### src/rtl/main_control_unit.sv
// -----------------------------------------------------------------------------
// main_control_unit
//
// Purpose:
//   ID-stage main decoder of the 5-stage MIPS pipeline. It turns the 6-bit
//   primary opcode into the datapath control word. The word is registered so
//   that it lines up with the ID/EX pipeline boundary. The hazard unit can
//   squash the word into a bubble (all zeros) by driving i_control_mux low.
//
// Ports:
//   i_clk          system clock, rising-edge active
//   i_rst          asynchronous active-high reset; outputs go to the NOP word
//   i_opcode       instruction bits [31:26]
//   i_control_mux  1 = normal decode, 0 = force bubble (all outputs 0)
//   o_RegDst       1 = write register is rd, 0 = rt
//   o_ALUOp        ALU class: 00 add, 01 subtract, 10 use funct field
//   o_ALUSrc       1 = ALU operand B is the sign-extended immediate
//   o_Branch       conditional branch (beq)
//   o_MemRead      data-memory read enable
//   o_MemWrite     data-memory write enable
//   o_RegWrite     register-file write enable
//   o_MemtoReg     1 = write-back data comes from memory
//
// Timing:
//   Every output comes straight from a flop, so the outputs are glitch-free.
//   Latency from i_opcode / i_control_mux to the outputs is one clock. There
//   is no enable, so the registers capture on every edge.
// -----------------------------------------------------------------------------
module main_control_unit #(
  parameter int OPCODE_W = 6,
  parameter int ALUOP_W  = 2
) (
  input  logic                i_clk,
  input  logic                i_rst,
  input  logic [OPCODE_W-1:0] i_opcode,
  input  logic                i_control_mux,
  output logic                o_RegDst,
  output logic [ALUOP_W-1:0]  o_ALUOp,
  output logic                o_ALUSrc,
  output logic                o_Branch,
  output logic                o_MemRead,
  output logic                o_MemWrite,
  output logic                o_RegWrite,
  output logic                o_MemtoReg
);

  // Primary opcodes recognised by this decoder.
  localparam logic [OPCODE_W-1:0] OP_RTYPE = OPCODE_W'(6'b000000);
  localparam logic [OPCODE_W-1:0] OP_LW    = OPCODE_W'(6'b100011);
  localparam logic [OPCODE_W-1:0] OP_SW    = OPCODE_W'(6'b101011);
  localparam logic [OPCODE_W-1:0] OP_BEQ   = OPCODE_W'(6'b000100);

  // ALU operation classes.
  localparam logic [ALUOP_W-1:0] ALUOP_ADD   = ALUOP_W'(2'b00);
  localparam logic [ALUOP_W-1:0] ALUOP_SUB   = ALUOP_W'(2'b01);
  localparam logic [ALUOP_W-1:0] ALUOP_FUNCT = ALUOP_W'(2'b10);

  // Next-state values of the control word.
  logic               reg_dst_d;
  logic [ALUOP_W-1:0] alu_op_d;
  logic               alu_src_d;
  logic               branch_d;
  logic               mem_read_d;
  logic               mem_write_d;
  logic               reg_write_d;
  logic               mem_to_reg_d;

  // Registered control word.
  logic               reg_dst_q;
  logic [ALUOP_W-1:0] alu_op_q;
  logic               alu_src_q;
  logic               branch_q;
  logic               mem_read_q;
  logic               mem_write_q;
  logic               reg_write_q;
  logic               mem_to_reg_q;

  // Decode. Every field defaults to 0, which is the NOP word. Unknown opcodes
  // and the bubble case simply fall through to that default. Don't-care fields
  // (RegDst and MemtoReg for SW and BEQ) are left at 0 as well, so a store or
  // branch never looks like it selects rd or memory write-back downstream.
  always_comb begin
    reg_dst_d    = 1'b0;
    alu_op_d     = ALUOP_ADD;
    alu_src_d    = 1'b0;
    branch_d     = 1'b0;
    mem_read_d   = 1'b0;
    mem_write_d  = 1'b0;
    reg_write_d  = 1'b0;
    mem_to_reg_d = 1'b0;

    // The bubble request overrides decode, so decode runs only when the hazard
    // unit allows it.
    if (i_control_mux) begin
      unique case (i_opcode)
        OP_RTYPE: begin
          reg_dst_d   = 1'b1;
          alu_op_d    = ALUOP_FUNCT;
          reg_write_d = 1'b1;
        end
        OP_LW: begin
          alu_src_d    = 1'b1;
          mem_read_d   = 1'b1;
          reg_write_d  = 1'b1;
          mem_to_reg_d = 1'b1;
        end
        OP_SW: begin
          alu_src_d   = 1'b1;
          mem_write_d = 1'b1;
        end
        OP_BEQ: begin
          alu_op_d = ALUOP_SUB;
          branch_d = 1'b1;
        end
        default: begin
          // Unsupported opcode: keep the NOP word so it has no side effects.
          reg_dst_d = 1'b0;
        end
      endcase
    end
  end

  // Control-word register. The reset is asynchronous so that a pipeline flush
  // takes effect immediately, without waiting for the next clock edge.
  always_ff @(posedge i_clk or posedge i_rst) begin
    if (i_rst) begin
      reg_dst_q    <= 1'b0;
      alu_op_q     <= ALUOP_ADD;
      alu_src_q    <= 1'b0;
      branch_q     <= 1'b0;
      mem_read_q   <= 1'b0;
      mem_write_q  <= 1'b0;
      reg_write_q  <= 1'b0;
      mem_to_reg_q <= 1'b0;
    end else begin
      reg_dst_q    <= reg_dst_d;
      alu_op_q     <= alu_op_d;
      alu_src_q    <= alu_src_d;
      branch_q     <= branch_d;
      mem_read_q   <= mem_read_d;
      mem_write_q  <= mem_write_d;
      reg_write_q  <= reg_write_d;
      mem_to_reg_q <= mem_to_reg_d;
    end
  end

  assign o_RegDst   = reg_dst_q;
  assign o_ALUOp    = alu_op_q;
  assign o_ALUSrc   = alu_src_q;
  assign o_Branch   = branch_q;
  assign o_MemRead  = mem_read_q;
  assign o_MemWrite = mem_write_q;
  assign o_RegWrite = reg_write_q;
  assign o_MemtoReg = mem_to_reg_q;

endmodule

### config.mk
export PLATFORM = sky130hd
export DESIGN_NAME = main_control_unit
export DESIGN_NICKNAME = d
export VERILOG_FILES = /design/src/rtl/main_control_unit.sv
export SDC_FILE = /design/constraint.sdc
export NUM_CORES = 1
export LEC_CHECK = 0
export BUFFER_PORTS_ARGS = -buffer_cell sky130_fd_sc_hd__buf_2
export CAP_MARGIN = 10
export CORE_AREA = 5 5 42 44
export CTS_CLUSTER_SIZE = 16
export DETAILED_ROUTE_END_ITERATION = 6
export DIE_AREA = 0 0 47 49
export GPL_TIMING_DRIVEN = 0
export HOLD_SLACK_MARGIN = 0.05
export SYNTH_ARGS = -nofsm -noshare
export SYNTH_HDL_FRONTEND = slang
export SYNTH_SLANG_ARGS = --single-unit
export TNS_END_PERCENT = 50
### constraint.sdc
create_clock -name i_clk -period 0.8 [get_ports i_clk]
set_input_delay 0.04 -clock i_clk [delete_from_list [all_inputs] [get_ports i_clk]]
set_output_delay 0.04 -clock i_clk [all_outputs]
set_load 0.02 [all_outputs]
==> results of run 1 <==
-- through the flow --
step / power (mW) / instance area [um^2]
6_report: 0.739 / 454
5_1_grt: 0.793 / 454
4_1_cts: 0.756 / 448
3_5_place_dp: 0.423 / 382
3_3_place_gp: 0.421 / 382
2_1_floorplan: 0.392 / 277
-- state kept, by name (all words and copies together), names as in the netlist --
register    count
o_ALUOp         1
o_RegDst        1
o_Branch        1
o_RegWrite      1
o_MemWrite      1
o_MemtoReg      1
o_ALUSrc        1
-- cells in the final DEF (no fill, tap or decap), drive strengths merged, types with 2 or more instances in the layout --
cell type / count
inv: 2
dlygate4sd3: 2
nor2: 3
buf: 19
clkbuf: 4
dfrtp: 7
-- kinds of logic after synthesis --
family | share of synthesized area (%)
simple gates | 25.3
flops | 63.3
buf+inv | 8.14
compound gates | 3.17
-- synth_stat cells --
master,instances
nor4b_1,1
dfrtp_1,7
inv_1,2
or4b_4,1
nor2_1,2
buf_4,2
a21oi_2,1
nor3_1,1
nand2b_1,1
nor2_2,1
nand3_1,1
nor4_1,1
or3_4,1
-- critical path: stages, from the launching register on --
cell,delay [ns]
dfrtp_1,0.39
buf_6,0.12
buf_6,0.12
-- cell type report --
type | instances | area, um^2
fill | 154 | 947
sequential | 7 | 175
timing repair buffer | 19 | 118
multi-input combinational | 11 | 85.1
clock buffer | 4 | 26.3
buffer | 2 | 22.5
tap | 16 | 20.0
inverter | 2 | 7.51
-- where the power goes --
part	switching (mW)	total, mW	internal (mW)	leakage (nW)
logic	0.0340	0.0681	0.0340	0.130
registers	0.000770	0.358	0.357	0.0976
clock network	0.123	0.313	0.190	0.0150
total	0.158	0.739	0.581	0.242
-- metal layers --
metal	vias to the layer above	wire length [um]	global-route usage, %
li1	119	-	-
met1	101	229	6.31
met2	18	237	7.92
met3	0	128	5.17
met4	0	0	4.15
met5	-	0	0
-- worst max path at each step --
stage          slack, ns         from          to
3_3_place_gp       -0.12  i_opcode[3]  o_RegWrite
6_report           -0.11   o_MemtoReg  o_MemtoReg
3_5_place_dp       -0.13  i_opcode[3]  o_RegWrite
2_1_floorplan       0.04  i_opcode[3]  o_RegWrite
4_1_cts            -0.12   o_MemtoReg  o_MemtoReg
5_1_grt            -0.14     o_Branch  o_ALUOp[0]
-- timing repair --
action | 4_1_cts | 5_1_grt
endpoints found under the hold margin | 10 | 3
gates resized for setup | 6 | 1
endpoints found under the setup margin | 9 | 12
hold buffers | 2 | 1
pin swaps | 0 | 1
==> flow_metrics.py, run 1 <==
metrics = {
    "worst_setup_path": {
        "worstPathRequired_ns": 0.76,
        "cp-end-kind": "primary output",
        "crit_type": "reg2out",
        "worstPathMaxFanout": 2,
        "worst_ep_arrival_time_ns": 0.87,
        "worstSetupStartpointType": "flop",
    },
    "global_route": {
        "grt_pass1_wl_um": 945,
        "gr-total-overflow": 0,
        "grt_max_degree": 8,
        "grt_pass1_vias": 238,
        "antenna_found_initial": 0,
        "grt_util_all_layers_pct": 6.10,
    },
    "floorplanning": {
        "dieHeight_um": 49,
        "die_w_um": 47,
        "dieArea_um2": 2300,
        "ios": 18,
        "coreArea_um2": 1400,
        "row_count": 14,
        "start_util_pct": 19.7,
    },
    "yosys": {
        "syn-num-nets": 31,
        "netlist.area_leader.share_pct": 63.3,
        "synth_area_per_cell_um2": 12.6,
        "synthTopCellsByArea": "dfrtp_1 63%, buf_4 5.4%, or4b_4 5.0%",
        "seq_area_frac_synth_pct": 63.3,
        "synth_area_um2": 277,
        "syn_inst": 22,
        "yosys_warnings": 0,
        "yosysTopAreaCell": "dfrtp_1",
        "synth.distinct_cells": 13,
        "ys_seq_elements": 7,
    },
    "sta": {
        "slew_headroom_pct": 84.2,
        "rsz0062_at_grt": "true",
        "setup_ws_ns": -0.111,
        "final.setup.tns_ns": -0.409,
        "finalCritPeriodShare_pct": 114,
        "maxSlewViolCount": 0,
        "min_period_ns": 0.911,
        "fmax_ghz": 1.10,
        "tightest_slew_ns": 0.235,
        "setup_viol": 6,
        "hold_slack_ns": -0.0154,
        "hold_viol": 1,
    },
    "outcome": {
        "status": "finished, violations left",
        "violations": "negative hold slack, negative setup slack",
    },
    "routing": {
        "num_vias": 238,
        "wl_um": 596,
        "avgViaCountPerCell": 3.90,
        "post-route-drc-count": 0,
        "drt_first_pass_iters": 3,
        "ant_nets": 0,
        "routedWlPerCell_um": 9.77,
        "first_iter_violations": 1,
    },
    "placement": {
        "place_congestion": 0.645,
        "dp_cells": 55,
        "dp_slack_ns": -0.126,
        "io_buffers": 17,
        "hpwl_um": 510,
    },
    "clock_network": {
        "path_clk_slew_ns": 0.05,
        "cts_max_path_buffers": 2,
        "post-cts-setup-buffers": 0,
        "cts_tree": "yes",
        "cts_root_buf": "clkbuf_4",
        "cts_made_buffers": 3,
        "cts_max_level": 1,
        "cts_num_sinks": 7,
    },
    "cells_and_area": {
        "postLayoutCoreUtil_pct": 32.4,
        "diodes": 0,
        "finalNonFillerCells": 61,
        "area_delta_synth_final_pct": 64.3,
        "fin_nets": 55,
        "drive_gt1_share_pct": 60.0,
    },
    "pwr": {
        "vdd_drop_max_mv": 0.400,
        "p_per_area_nw_per_um2": 1630,
        "leakage_nw": 0.242,
    },
    "min_path": {
        "worstHoldStart": "i_opcode[3]",
        "hold_class": "in2reg",
        "holdPathStages": 2,
        "hold_end": "o_Branch",
    },
    "flow_run": {
        "maxCapViolations": 0,
    },
}
No activity file was read; power rests on OpenSTA's default activity.
==> inputs of run 2 (changes only) <==
==> constraint.sdc (replaced) <==
create_clock -name i_clk -period 0.8 [get_ports i_clk]
set_input_delay 0.16 -clock i_clk [delete_from_list [all_inputs] [get_ports i_clk]]
set_output_delay 0.16 -clock i_clk [all_outputs]
set_load 0.02 [all_outputs]
==> run 2 against run 1 <==
  * The flow finishes with violations (negative setup slack)
  * Wire length fell by 2.3%
  * Global-route usage grew 0.075 points
  * Setup slack got worse by 0.12 ns
  * Critical path depth unchanged
  * Non-clock buffer count is 1 lower
  * Design area is 3.0% higher
  * Largest power group unchanged
  * Highest routed layer unchanged
==> flow_metrics.py, run 2 (synthesis gave the netlist of run 1 again) <==
metrics = {
    "routing": {
        "post-route-drc-count": 0,
        "ant_nets": 0,
        "first_iter_violations": 2,
        "wl_um": 582,
        "avgViaCountPerCell": 4.00,
        "num_vias": 240,
        "drt_first_pass_iters": 2,
        "routedWlPerCell_um": 9.70,
    },
    "clock_network": {
        "path_clk_slew_ns": 0.05,
        "cts_root_buf": "clkbuf_4",
        "post-cts-setup-buffers": 0,
        "cts_made_buffers": 3,
        "cts_max_level": 1,
        "cts_tree": "yes",
        "cts_num_sinks": 7,
        "cts_max_path_buffers": 2,
    },
    "cells_and_area": {
        "final_cell_area_um2": 468,
        "drive_gt1_share_pct": 63.6,
        "fin_nets": 54,
        "area_delta_synth_final_pct": 69.2,
        "diodes": 0,
        "regArea_um2": 175,
        "final_cell_mix": "11 x buf_2, 7 x buf_6, 7 x dfrtp_1, 3 x clkbuf_4",
        "postLayoutCoreUtil_pct": 33.4,
        "multi_input_area_um2": 87.6,
        "final_common_cell": "buf_2",
        "n_fill_cell": 152,
    },
    "floorplanning": {
        "die_w_um": 47,
        "ios": 18,
        "row_count": 14,
        "dieHeight_um": 49,
        "coreArea_um2": 1400,
        "start_util_pct": 19.7,
        "dieArea_um2": 2300,
    },
    "sta": {
        "fmax_ghz": 0.970,
        "min_period_ns": 1.03,
        "rsz0062_at_grt": "true",
        "tightest_slew_ns": 0.272,
        "setup_viol": 9,
        "slew_headroom_pct": 81.6,
        "setup_ws_ns": -0.231,
        "hold_slack_ns": 0.0811,
        "maxSlewViolCount": 0,
        "hold_viol": 0,
        "finalCritPeriodShare_pct": 129,
    },
    "outcome": {
        "status": "finished, violations left",
        "violations": "negative setup slack",
    },
    "global_route": {
        "grt_pass1_wl_um": 959,
        "antenna_found_initial": 0,
        "grt_util_all_layers_pct": 6.18,
        "gr-total-overflow": 0,
        "grt_max_degree": 8,
        "grt_pass1_vias": 246,
    },
    "placement": {
        "io_buffers": 17,
        "postPlaceCellArea_um2": 382,
        "hpwl_um": 500,
        "place_congestion": 0.642,
    },
    "worst_setup_path": {
        "crit_type": "reg2out",
        "worstPathRequired_ns": 0.64,
        "cp-end-kind": "primary output",
        "crit_slowest_cell": "dfrtp_1",
        "worstPathMaxFanout": 2,
        "worst_ep_arrival_time_ns": 0.87,
        "cpMostUsedCell": "buf_6",
        "path_cells": "buf_6 > buf_6",
        "critPathMaxStageDelay_ns": 0.39,
        "worstSetupStartpointType": "flop",
    },
    "pwr": {
        "leakage_nw": 0.240,
        "finalPower_uw": 734,
        "p_per_area_nw_per_um2": 1570,
        "vdd_drop_max_mv": 0.372,
    },
    "min_path": {
        "hold_class": "in2reg",
    },
    "flow_run": {
        "maxCapViolations": 0,
    },
}
==> run 2: worst max-delay path, delay by kind of cell, from the launching register on <==
| kind | cells | cell delay, ns |
|---|---|---|
| flip-flops | 1 | 0.39 |
| buffers and inverters | 2 | 0.24 |
==> run 2: metal layers <==
metal	track usage, %	part of all wire [%]
met3	3.69	22
met4	5.53	0
met5	0	0
met1	7.00	38
met2	7.69	40
==> run 2: stage by stage <==
step	setup TNS [ns]	std cells	setup slack [ns]
detailed placement	-1.18	55	-0.241
finish	-1.26	60	-0.231
global route	-1.53	60	-0.256
CTS	-1.39	60	-0.238
global placement	-1.16	55	-0.235
floorplan	-0.330	22	-0.0847
==> run 2: power breakdown <==
group | total [mW] | switching (mW) | internal, mW
sequential | 0.358 | 0.000993 | 0.357
combinational | 0.0702 | 0.0351 | 0.0351
clock | 0.305 | 0.116 | 0.189
total | 0.734 | 0.152 | 0.582
==> run 2: cell type report <==
type	count	share of cell area, %
inverter	2	1.60
multi-input combinational	11	18.7
clock buffer	4	5.61
tap	16	4.28
timing repair buffer	18	27.5
sequential	7	37.4
buffer	2	4.81
==> run 2: path summary, 6_finish.rpt <==
path                              from         end  slack, ns  cells past startpoint
max in group asynchronous        i_rst  o_RegWrite       0.23                      3
worst min-delay path       i_opcode[2]    o_ALUSrc       0.08                      2
min in group asynchronous        i_rst    o_RegDst       0.38                      3
worst max-delay path        o_MemtoReg  o_MemtoReg      -0.23                      2
==> run 2: timing repair <==
item / CTS / global route
gates cloned: 0 / 0
hold endpoints to repair: 7 / 0
hold buffers: 1 / 0
resized for setup: 6 / 9
setup endpoints to repair: 9 / 12
pin swaps: 0 / 1
==> inputs of run 3 (changes only) <==
- TNS_END_PERCENT: 50 -> 5
- clock period: 0.8 -> 0.9 ns (I/O delays scaled with it)
==> run 3 against run 2 <==
  * The run still ends with negative setup slack left
  * Hold slack improved by 0.042 ns
  * Highest routed layer unchanged
  * Flip-flop and latch count is the same
  * Power decreased by 11%
  * Sequential share of layout area up 2.6 points
  * Wire length is 2.7% higher
  * Cell count is the same
  * Die area is the same
  * Clock-buffer cell count did not move
  * Global-route usage is 0.075 points lower
  * First-iteration DRC count fell by 50%
  * Critical path depth unchanged
==> flow_metrics.py, run 3 (synthesis gave the netlist of run 1 again) <==
metrics = {
    "pwr": {
        "p_sw_share_pct": 21.2,
        "pwr-share-seq_pct": 48.9,
        "vdd_drop_max_mv": 0.355,
        "p_int_uw": 513,
        "p_per_area_nw_per_um2": 1490,
        "leakage_nw": 0.237,
        "power_frac_comb_pct": 8.6,
        "clock_power_share_pct": 42.5,
        "p_switching_uw": 138,
    },
    "cells_and_area": {
        "drive_gt1_share_pct": 59.1,
        "final_cell_mix": "15 x buf_2, 7 x dfrtp_1, 4 x buf_6, 3 x clkbuf_4",
        "fin_nets": 54,
        "final_common_cell": "buf_2",
        "postLayoutCoreUtil_pct": 31.3,
        "finalNonFillerCells": 60,
        "area_delta_synth_final_pct": 58.4,
        "diodes": 0,
    },
    "min_path": {
        "holdPathStages": 2,
        "hold_class": "in2reg",
    },
    "floorplanning": {
        "dieArea_um2": 2300,
        "coreArea_um2": 1400,
        "start_util_pct": 19.7,
        "dieHeight_um": 49,
        "ios": 18,
        "row_count": 14,
        "die_w_um": 47,
    },
    "clock_network": {
        "cts_root_buf": "clkbuf_4",
        "cts_tree": "yes",
        "cts_max_path_buffers": 2,
        "cts_num_sinks": 7,
        "cts_made_buffers": 3,
        "cts_max_level": 1,
        "path_clk_slew_ns": 0.05,
    },
    "placement": {
        "io_buffers": 17,
        "hpwl_um": 510,
        "place_congestion": 0.645,
        "dp_cells": 55,
    },
    "routing": {
        "drt_first_pass_iters": 3,
        "avgViaCountPerCell": 3.92,
        "num_vias": 235,
        "first_iter_violations": 1,
        "routedWlPerCell_um": 9.97,
        "wl_um": 598,
        "ant_nets": 0,
        "post-route-drc-count": 0,
    },
    "worst_setup_path": {
        "cp-end-kind": "primary output",
        "crit_type": "reg2out",
        "worstPathRequired_ns": 0.72,
        "worstPathMaxFanout": 2,
        "worstSetupStartpointType": "flop",
        "worst_ep_arrival_time_ns": 0.87,
    },
    "sta": {
        "fmax_ghz": 0.952,
        "setup_viol": 9,
        "final.setup.tns_ns": -0.585,
        "slew_headroom_pct": 82.6,
        "tightest_slew_ns": 0.257,
        "setup_ws_ns": -0.150,
        "min_period_ns": 1.05,
        "finalCritPeriodShare_pct": 117,
        "maxSlewViolCount": 0,
        "hold_viol": 0,
        "rsz0062_at_grt": "true",
    },
    "global_route": {
        "grt_pass1_vias": 234,
        "grt_pass1_wl_um": 945,
        "grt_util_all_layers_pct": 6.10,
        "grt_max_degree": 8,
        "antenna_found_initial": 0,
        "grt_util_met1_pct": 6.53,
        "met2_usage_pct": 7.69,
        "gr-total-overflow": 0,
        "busiest_layer": "met2",
        "grt_use_met3_pct": 5.17,
    },
    "flow_run": {
        "maxCapViolations": 0,
    },
    "outcome": {
        "violations": "negative setup slack",
        "status": "finished, violations left",
    },
}
[run 3: cell types whose count changed in the layout (fill, tap and decap cells not counted)]
cell and change:
buf_4 -1, buf_6 -3, nor2_1 +1, buf_2 +4, nor2_2 -1, nor4_1 +1
nor4_2 -1
[run 3: final timing paths]
kind | start | end | slack [ns]
hold / removal | i_opcode[3] | o_Branch | 0.12
min in group asynchronous | i_rst | o_Branch | 0.40
max in group asynchronous | i_rst | o_RegDst | 0.31
setup / recovery | o_MemtoReg | o_MemtoReg | -0.15
[run 3: critical path: stages (launching register included)]
cell and delay (ns):
dfrtp_1 0.39, buf_6 0.12, buf_6 0.12
[run 3: per-layer routing]
layer	share of wire (%)	vias to the layer above
met5	0	-
met4	0	0
met3	21	0
met2	39	18
met1	39	102
li1	-	115
[run 3: per-stage QoR]
| stage | hold slack [ns] | power (mW) | instance area, um^2 | setup slack (ns) |
|---|---|---|---|---|
| floorplan | -0.0166 | 0.348 | 277 | -0.00494 |
| global placement | 0.110 | 0.374 | 382 | -0.155 |
| detailed placement | 0.112 | 0.376 | 382 | -0.166 |
| CTS | 0.113 | 0.669 | 438 | -0.163 |
| global route | 0.113 | 0.699 | 438 | -0.178 |
| finish | 0.124 | 0.651 | 438 | -0.150 |
[run 3: power groups by stage]
stage                     Clock, mW  Sequential [mW]  Combinational (mW)
final                         0.277            0.318              0.0559
after global routing          0.320            0.318              0.0622
after CTS                     0.293            0.318              0.0571
after detailed placement          0            0.323              0.0525
after global placement            0            0.323              0.0512
after floorplan                   0            0.326              0.0219
[run 3: repair_timing]
item	CTS	global route
endpoints found under the hold margin	7	0
endpoints found under the setup margin	9	9
hold buffers	1	0
gates cloned	0	0
resized for setup	6	0
buffers inserted	0	0
[run 3: layout make-up]
cell class                 instances  area (um^2)
clock buffer                       4         26.3
inverter                           2         7.51
buffer                             2         22.5
timing repair buffer              18          108
multi-input combinational         11         78.8
tap                               16         20.0
sequential                         7          175
fill                             156          963
